$ cat src/rtl/seq_pkg.sv
// Shared types and defaults for the serializer and the sequence detector bench.
package seq_pkg;

   localparam int unsigned SEQ_DATA_W = 8;

   typedef enum logic {
      IDLE  = 1'b0,
      SHIFT = 1'b1
   } ser_state_e;

endpackage

$ cat src/rtl/ser_hold_slot.sv
// One-entry holding register with valid/ready on the write side, pop and clear on the read side.
module ser_hold_slot
   import seq_pkg::*;
#(
   parameter int unsigned W = SEQ_DATA_W
) (
   input  logic         clk,
   input  logic         rst_n,
   input  logic         i_clear,
   input  logic         i_valid,
   input  logic [W-1:0] i_data,
   output logic         o_ready,
   input  logic         i_pop,
   output logic         o_full,
   output logic [W-1:0] o_data
);

   logic         r_full;
   logic [W-1:0] r_data;

   // Pop only happens while full and push only while empty, so they never collide.
   always_ff @(posedge clk) begin
      if (!rst_n) begin
         r_full <= 1'b0;
         r_data <= '0;
      end else if (i_clear) begin
         r_full <= 1'b0;
      end else if (i_pop) begin
         r_full <= 1'b0;
      end else if (i_valid && !r_full) begin
         r_full <= 1'b1;
         r_data <= i_data;
      end
   end

   assign o_ready = !r_full;
   assign o_full  = r_full;
   assign o_data  = r_data;

endmodule

$ cat src/rtl/seq_serializer.sv
// Parallel-to-serial front end: words arrive over valid/ready and leave one bit per clock,
// with a holding slot so consecutive words stream without an idle bit.
module seq_serializer
   import seq_pkg::*;
#(
   parameter int unsigned DATA_W    = SEQ_DATA_W,
   parameter bit          MSB_FIRST = 1'b1
) (
   input  logic              clock,
   input  logic              reset_n,
   input  logic              flush_i,
   input  logic              in_valid_i,
   input  logic [DATA_W-1:0] in_data_i,
   output logic              in_ready_o,
   output logic              ser_o,
   output logic              ser_valid_o,
   output logic              word_done_o
);

   localparam int unsigned       CNT_W   = $clog2(DATA_W);
   localparam logic [CNT_W-1:0]  LAST    = CNT_W'(DATA_W - 1);
   localparam int unsigned       OUT_IDX = MSB_FIRST ? DATA_W - 1 : 0;

   ser_state_e        r_state;
   ser_state_e        w_state_nxt;
   logic [DATA_W-1:0] r_shift;
   logic [DATA_W-1:0] w_shift_nxt;
   logic [DATA_W-1:0] w_shifted;
   logic [CNT_W-1:0]  r_cnt;
   logic [CNT_W-1:0]  w_cnt_nxt;
   logic              w_last;
   logic              w_pop;
   logic              w_hold_full;
   logic [DATA_W-1:0] w_hold_data;

   ser_hold_slot #(
      .W (DATA_W)
   ) u_hold (
      .clk     (clock),
      .rst_n   (reset_n),
      .i_clear (flush_i),
      .i_valid (in_valid_i),
      .i_data  (in_data_i),
      .o_ready (in_ready_o),
      .i_pop   (w_pop),
      .o_full  (w_hold_full),
      .o_data  (w_hold_data)
   );

   assign w_shifted = MSB_FIRST ? (r_shift << 1) : (r_shift >> 1);
   assign w_last    = (r_cnt == LAST);

   always_ff @(posedge clock) begin
      if (!reset_n) begin
         r_state <= IDLE;
         r_shift <= '0;
         r_cnt   <= '0;
      end else begin
         r_state <= w_state_nxt;
         r_shift <= w_shift_nxt;
         r_cnt   <= w_cnt_nxt;
      end
   end

   // Shift register is forced to zero whenever the FSM leaves SHIFT, so ser_o idles low.
   always_comb begin
      w_state_nxt = r_state;
      w_shift_nxt = r_shift;
      w_cnt_nxt   = r_cnt;
      w_pop       = 1'b0;
      if (flush_i) begin
         w_state_nxt = IDLE;
         w_shift_nxt = '0;
         w_cnt_nxt   = '0;
      end else begin
         case (r_state)
            IDLE: begin
               if (w_hold_full) begin
                  w_pop       = 1'b1;
                  w_shift_nxt = w_hold_data;
                  w_cnt_nxt   = '0;
                  w_state_nxt = SHIFT;
               end
            end
            SHIFT: begin
               if (w_last) begin
                  w_cnt_nxt = '0;
                  if (w_hold_full) begin
                     w_pop       = 1'b1;
                     w_shift_nxt = w_hold_data;
                  end else begin
                     w_shift_nxt = '0;
                     w_state_nxt = IDLE;
                  end
               end else begin
                  w_shift_nxt = w_shifted;
                  w_cnt_nxt   = r_cnt + CNT_W'(1);
               end
            end
         endcase
      end
   end

   assign ser_o       = r_shift[OUT_IDX];
   assign ser_valid_o = (r_state == SHIFT);
   assign word_done_o = (r_state == SHIFT) && w_last && !flush_i;

endmodule

$ cat config.mk
export PLATFORM = sky130hd
export DESIGN_NAME = seq_serializer
export DESIGN_NICKNAME = d
export VERILOG_FILES = /design/src/rtl/seq_pkg.sv /design/src/rtl/ser_hold_slot.sv /design/src/rtl/seq_serializer.sv
export SDC_FILE = /design/constraint.sdc
export NUM_CORES = 1
export LEC_CHECK = 0
export BUFFER_PORTS_ARGS = -buffer_cell sky130_fd_sc_hd__buf_2
export CORE_MARGIN = 5
export CORE_UTILIZATION = 45
export CTS_CLUSTER_DIAMETER = 200
export CTS_CLUSTER_SIZE = 25
export DETAILED_ROUTE_END_ITERATION = 6
export PLACE_DENSITY_LB_ADDON = 0.15
export SYNTH_ARGS = -nofsm -noshare
export SYNTH_HDL_FRONTEND = slang
export SYNTH_SLANG_ARGS = --single-unit
export TNS_END_PERCENT = 5
$ cat constraint.sdc
create_clock -name clock -period 1.2 [get_ports clock]
set_input_delay 0.18 -clock clock [delete_from_list [all_inputs] [get_ports clock]]
set_output_delay 0.18 -clock clock [all_outputs]
set_load 0.02 [all_outputs]
==> results.txt, run 1 <==
The area used by multi-input combinational logic was 453 µm²; the number of antenna violations at the first check in global routing was 0. The die covers 2910 µm². Cell area after technology mapping: 868 µm².

The number of antenna diodes in the final layout is 0. After floorplanning, the core was divided into 15 placement rows. The number of maximum-capacitance violations was 0. The TritonCTS buffer count is 3. The standby leakage power came out at 0.000391 µW. The clock sink count came out at 21.

The first detailed-routing pass ran for 2 iterations. The endpoint identified for the worst register-to-register timing path is r_shift[4]$_SDFFE_PP0P_. Leaving out fill and tap cells, the most frequent cell in the layout is dfxtp_1. After layout, the worst path uses 115% of the clock period.

The filler cells instantiated in the layout total 155. Delay of the slowest cell on the worst path: 0.37 ns. For this run, the total global-route usage over all layers was measured as 13.9%.

Dividing the synthesized area by the synthesized cell count gives 9.87 µm². The synthesis-stage register bit count is 21, and the number of cells traversed by the worst hold path is 3. STA classifies the critical path endpoint as an output pin.

The logs give -0.01 ns for the worst reg-to-reg setup slack and 18 for the count of cell types in the netlist. The tools report the worst hold margin as 0.139 ns. The run finished, with violations left. In the routed layout, each cell is associated on average with a via count of 5.01.

Final count of pins violating max slew: 0. On the final layout, the worst clock skew is 0.00186 ns. The signal on the critical path passes through ha_4 -> ha_4 -> nand2_1 -> nor2_1 -> buf_4.

The tools report the end of the worst hold path as u_hold.o_data[1]$_SDFFE_PN0P_. For the post-CTS setup buffer count, the log shows 0. The final reports fail on setup timing. During placement, the flow inserted port buffers numbering 15.

For the worst flop-to-flop path, the logic depth is 6. Entering global routing, the biggest net connects 14 pins. From left edge to right edge, the die measures 53.9 µm. For the overall overflow remaining after global route, the log shows 0.

Accumulated negative setup slack: -0.241 ns. The critical path is of the flop to output pin type. In this run the most critical hold path is launched from in_data_i[1]. The via count of the first global-routing pass was 689. Setup violations remaining at the end of the flow were counted as 8. Detailed placement finished with a half-perimeter wire length of 1210 µm. Setup repair after global routing could not meet its margin everywhere. The clock transition at the registers of the reported paths was 0.11 ns; the H-tree level count was 1. Transition time of the tightest slew-check pin: 0.486 ns. TritonCTS built the clock tree. The arrival time at the worst endpoint is 1.20 ns, and the count of nets after finishing is 123. The area growth from synthesis to final layout works out to 23.6%. In this run the count of I/O pins placed on the die edge is 16.

The root buffer selected by CTS is clkbuf_4. The count of nets left with antenna violations after detail routing is 0, and the hold violation count in the final report is 0. After detailed routing, the average wire length per cell comes to 12.2 µm.

The run gives -0.179 ns as the final setup slack of the worst path. The congestion estimate from routability-driven global placement came to 0.744. During synthesis, Yosys emitted a total of 0 warnings.

The tools report the count of unresolved DRC violations after routing as 0. Power comes to 1160 µW. The run gives 1630 µm as the routed wire length. The number of DRC markers in iteration 0 was 3; the via count was 666. The worst register-to-register path begins at r_cnt[0]$_SDFFE_PP0P_. The required time at the endpoint of the critical path came out at 1.02 ns. The clock passes through at most 2 buffers. The die extent in y came out at 53.9 µm. The first global-routing pass estimated 2880 µm of wire. IR analysis of the VDD net gives a maximum drop of 695 µV. The core footprint came out at 1780 µm². The run gives 88 as the number of instances in the synthesized netlist.

The register area is 425 µm². The cell with the largest stage delay on the worst path is dfxtp_2. The share of post-route cells with drive strength above 1 is 33.3%. In this run the worst hold path is classified as primary input to flop. The run gives 0.29 ns as the clock latency on the worst-skew pair. The buffers plus inverters on the worst setup path came out at 1.

Counting every net in the synthesized netlist gives 102. Dividing total power by cell area gives a power density of 1080 nW/µm². For the highest attainable clock frequency, the log shows 725 MHz. Final critical delay including setup and external delays: 1.38 ns. The peak fanout along the critical path is 3, and the hold-fix buffer count after cts is 0. The run gives -0.0229 ns as the post-placement setup slack. The worst setup path is launched from a flop.

The largest delay contributor family on the critical path was flip-flops. The register area share after synthesis was 48.4%. The worst pin sits at a relative slew slack of 67.6%.

The starting density of the core is 48.7%. Among the stages of the critical path, the cell type that occurs most often is ha_4. In the layout the commonest cells are dfxtp_1, buf_2, mux2i_1, a21oi_1, nor2b_1.
[cell usage after synthesis, drive strengths merged]
| master | instances | area share (%) |
|---|---|---|
| dfxtp | 21 | 48 |
| a21oi | 10 | 5.8 |
| nand3 | 7 | 4.0 |
| nor2b | 9 | 6.5 |
| a22oi | 7 | 6.1 |
| nand2b | 2 | 1.4 |
| mux2i | 10 | 12 |
| buf | 6 | 4.5 |
| nor3b | 4 | 4.0 |
| inv | 1 | 0.43 |
| nand2 | 1 | 0.43 |
| ha | 2 | 2.9 |
| nor2 | 7 | 3.3 |
| a31oi | 1 | 0.72 |
[tightest hold or removal path, cell delays in order]
cell     delay [ns]
buf_2          0.07
mux2i_1        0.05
nor2b_1        0.09
[flip-flops by register name, summed over array words and instances, names as in the netlist]
name,cells
r_shift,8
u_hold.o_full,1
ser_valid_o,1
r_cnt,3
u_hold.o_data,8
[repair_timing]
action,in CTS,in global routing
pin swaps,0,1
resized for setup,7,1
endpoints found under the setup margin,12,12
[metrics by stage]
| step | utilization, % | cells | cell area [µm²] |
|---|---|---|---|
| 5_1_grt | 60.2 | 133 | 1070 |
| 6_report | 60.2 | 133 | 1070 |
| 2_1_floorplan | - | 88 | 897 |
| 3_5_place_dp | 56.7 | 129 | 1010 |
| 4_1_cts | 59.4 | 133 | 1060 |
| 3_3_place_gp | 56.7 | 129 | 1010 |
[power by group]
group          total [µW]  switching, µW  leakage [µW]  internal, µW
logic                 107           54.4      0.000204          52.5
registers             725           11.2      0.000172           714
clock network         326            196     0.0000150           129
total                1160            262      0.000391           896
[per-layer routing]
layer / GRT usage (%) / up-vias / wire length, µm
met5: 0 / - / 0
met4: 6.38 / 0 / 19
met3: 3.32 / 2 / 70
met2: 23.4 / 11 / 776
met1: 16.5 / 303 / 760
li1: - / 350 / -
[layout make-up]
cell class                      count  area share [%]
Sequential cell                    21            39.6
Timing Repair Buffer               22            12.5
Tap cell                           25            2.91
Clock buffer                        4            2.45
Inverter                            1           0.350
Multi-Input combinational cell     60            42.2
[logic make-up after synthesis]
kind of cell	count (synthesis)	synth area share, %
flops	21	48.4
buf+inv	7	4.90
fa+ha+maj	2	2.88
compound gates	18	12.5
mux	10	11.5
simple gates	30	19.7
[worst max path at each step]
| stage | start | endpoint | slack (ns) | cells past startpoint |
|---|---|---|---|---|
| 2_1_floorplan | r_cnt[0]$_SDFFE_PP0P_ | r_shift[0]$_SDFFE_PP0P_ | 0.003 | 6 |
| 3_3_place_gp | r_cnt[0]$_SDFFE_PP0P_ | r_shift[3]$_SDFFE_PP0P_ | 0.01 | 6 |
| 3_5_place_dp | r_cnt[1]$_SDFFE_PP0P_ | r_shift[4]$_SDFFE_PP0P_ | -0.02 | 6 |
| 4_1_cts | r_cnt[0]$_SDFFE_PP0P_ | word_done_o | -0.19 | 5 |
| 5_1_grt | r_cnt[0]$_SDFFE_PP0P_ | word_done_o | -0.24 | 5 |
| 6_report | r_cnt[0]$_SDFFE_PP0P_ | word_done_o | -0.18 | 5 |
(Power assumes the default switching activity.)
==> run 2, diff against run 1 <==
--- a/config.mk
+++ b/config.mk
@@ -6,12 +6,15 @@
 export NUM_CORES = 1
 export LEC_CHECK = 0
 export BUFFER_PORTS_ARGS = -buffer_cell sky130_fd_sc_hd__buf_2
+export CELL_PAD_IN_SITES_DETAIL_PLACEMENT = 1
+export CELL_PAD_IN_SITES_GLOBAL_PLACEMENT = 1
 export CORE_MARGIN = 5
-export CORE_UTILIZATION = 45
+export CORE_UTILIZATION = 36
 export CTS_CLUSTER_DIAMETER = 200
 export CTS_CLUSTER_SIZE = 25
 export DETAILED_ROUTE_END_ITERATION = 6
 export PLACE_DENSITY_LB_ADDON = 0.15
+export SKIP_LAST_GASP = 1
 export SYNTH_ARGS = -nofsm -noshare
 export SYNTH_HDL_FRONTEND = slang
 export SYNTH_SLANG_ARGS = --single-unit
==> run 2 against run 1 <==
  * The flow still finishes with violations (setup timing)
  * Core utilization shrank 12 points
  * Final cell count grew 3.8%
  * Non-clock buffer count grew 2
  * Sequential power is essentially flat
  * Global-route usage shrank 2.3 points
  * Largest cell class unchanged
  * Fmax shrank 0.53%
  * Critical path depth is the same
  * Die area grew 20%
  * Flip-flop and latch count is the same
  * Wire length grew 12%
  * Setup slack lost 0.0073 ns
==> results.txt, run 2 (same netlist as run 1, synthesis figures left out) <==
The beginning of the critical path is r_cnt[1]$_SDFFE_PP0P_. The tools report the post-placement setup slack as -0.0758 ns. Leaving out fill and tap cells, the most frequent cell in the layout is dfxtp_1.

STA puts the critical path data required time at 1.02 ns. Cell with the largest stage delay on the worst path: dfxtp_2. Detailed routing placed a total of 834 µm of wire on met2. Sum of routed wire segments on met1: 875 µm. After routing the design area is 1080 µm².

Counting stages on the worst path, the most repeated cell is ha_4. For the fraction of the core area covered by cells at the end of the flow, the log shows 47.9%. Compared with the post-synthesis result, the final layout area differs by 24.4%.

The run gives 0 as the count of unresolved DRC violations after routing. After the last flow step, the layout net total stands at 125. Summed over all layers, the global routing overflow is 0. The number of DRC markers in iteration 0 was 8. The first-pass detailed-route iteration total came out at 4.

The region available for standard cell placement spans 2250 µm². The number of rows created at floorplan is 17. The final setup violation count was 12; the total met3 wirelength after detailed routing was 60 µm. After layout, the minimum clock period comes to 1.39 ns.

In this run the most critical hold path is launched from in_valid_i. The clock latency on the worst-skew pair was 0.31 ns; the peak fanout along the critical path was 2. The final setup slack of the worst path came out at -0.187 ns. TritonCTS built the clock tree. 0 antenna diodes ended up in the layout. Headroom to the max-slew limit came out at 67.1%. The tools report the H-tree level count as 1. Summing over every cut layer, the via total after detailed routing is 696.

Worst hold-check path type: primary input to flop. The instance area at placement was 1020 µm²; the number of buffer cells added on primary ports was 15. The number of maximum-capacitance violations was 0. The checks that failed: setup timing.

At the pin with the least slew margin, the transition time is 0.493 ns. The first global-routing pass estimated 2950 µm of wire. Clock tree synthesis selected as its root buffer the cell clkbuf_4. Routability-driven placement finished with a final weighted congestion of 0.666.

Entering global routing, the biggest net connects 14 pins. The top routing layer in use was met4. The total die area was 3490 µm². The detail route stage leaves a number of antenna-violating nets equal to 0. The library cells used most frequently in the layout, excluding fill and tap cells, are dfxtp_1, buf_2, mux2i_1, a21oi_1, buf_4. On the final layout, the worst clock skew is 0.00397 ns. For this run, the top clock speed supported by timing is 721 MHz. Routed wire length: 1820 µm.

STA classifies the critical path startpoint as a flop. The signal on the critical path passes through ha_4 -> ha_4 -> nand2_1 -> nor2_1 -> buf_4. The run gives 652 as the via count of the first global-routing pass.

After clock tree synthesis, the clock-pin slew on the worst setup and hold paths is 0.12 ns. The share of post-route cells with drive strength above 1 was 34.5%; the routed length per instance was 13.2 µm. The worst hold margin was 0.117 ns; the die extent in y was 59.1 µm.

The type of the worst setup path is flop to output pin. Power spread over the standard cell area amounts to 1090 nW/µm². The final count of pins violating max slew was 0. For this run, the slowest stage of the critical path takes 0.37 ns. In the routed layout, each cell is associated on average with a via count of 5.04.

The hold violation count in the final report was 0. CTS saw 21 sinks. The final critical-path share of the clock period was 116%; the number of antenna violations at the first check in global routing was 0. The initial utilization of the core area, before any placement, comes to 38.5%. For the half-perimeter wire length of the detailed placement result, the log shows 1360 µm.

The overall global routing resource usage is 11.5%, and the hold-fix buffer count after cts is 0. Setup repair after global routing could not meet its margin everywhere. The flow ran to the end, but the final reports show violations.

STA classifies the critical path endpoint as an output pin. For the worst setup path, the data arrival time is 1.21 ns. VDD sags by at most 436 µV. The width of the die is 59.1 µm, and the I/O pin total is 16. Reg-to-reg critical path startpoint: r_cnt[1]$_SDFFE_PP0P_.

Buffers inserted during clock tree synthesis total 3. The tools report the standby leakage power as 0.000402 µW. Counting along the longest clock path gives a buffer depth of 2.
run 2: cell types whose count changed in the layout (fill, tap and decap cells not counted), sizes merged:
cell	before	now
clkbuf	4	3
buf	22	24
clkinv	0	1
run 2: worst max-delay path, delay by kind of cell (launching register included):
family	cells	cell delay [ns]
adders and majority gates	2	0.26
buffers and inverters	1	0.15
DFF	1	0.37
and+or+nand+nor	2	0.13
run 2: worst paths after layout:
path | cells past startpoint | endpoint | slack (ns)
max reg2reg | 7 | r_shift[6]$_SDFFE_PP0P_ | -0.15
min reg2reg | 2 | r_shift[5]$_SDFFE_PP0P_ | 0.48
min | 3 | u_hold.o_full$_SDFFE_PP0P_ | 0.12
max | 5 | word_done_o | -0.19
run 2: per-layer routing:
metal	vias up	global-route usage, %
li1	352	-
met1	327	15.1
met2	12	17.2
met3	5	2.61
met4	0	6.80
met5	-	0
run 2: cell type report:
| class | count | area (µm²) |
|---|---|---|
| timing repair buffer | 24 | 149 |
| clock inverter | 1 | 5.00 |
| clock buffer | 3 | 22.5 |
| tap | 28 | 35.0 |
| multi-input combinational | 60 | 440 |
| fill | 284 | 1170 |
| inverter | 1 | 3.75 |
| sequential | 21 | 424 |
run 2: power by group:
| part | leakage (µW) | switching [µW] | internal [µW] | total (µW) |
|---|---|---|---|---|
| sequential | 0.000172 | 11.0 | 714 | 725 |
| clock | 0.0000177 | 222 | 125 | 347 |
| combinational | 0.000212 | 54.9 | 53.2 | 108 |
run 2: what timing repair did:
| item | 4_1_cts | 5_1_grt |
|---|---|---|
| pin swaps | 2 | 2 |
| setup buffers | 1 | 0 |
| gates resized for setup | 5 | 2 |
| endpoints found under the setup margin | 11 | 15 |
run 2: metrics by stage:
stage	power [µW]	instances	TNS [ns]
2_1_floorplan	807	88	0
3_3_place_gp	846	133	-0.0587
3_5_place_dp	850	133	-0.451
4_1_cts	1200	138	-1.88
5_1_grt	1250	138	-2.13
6_report	1180	138	-1.38
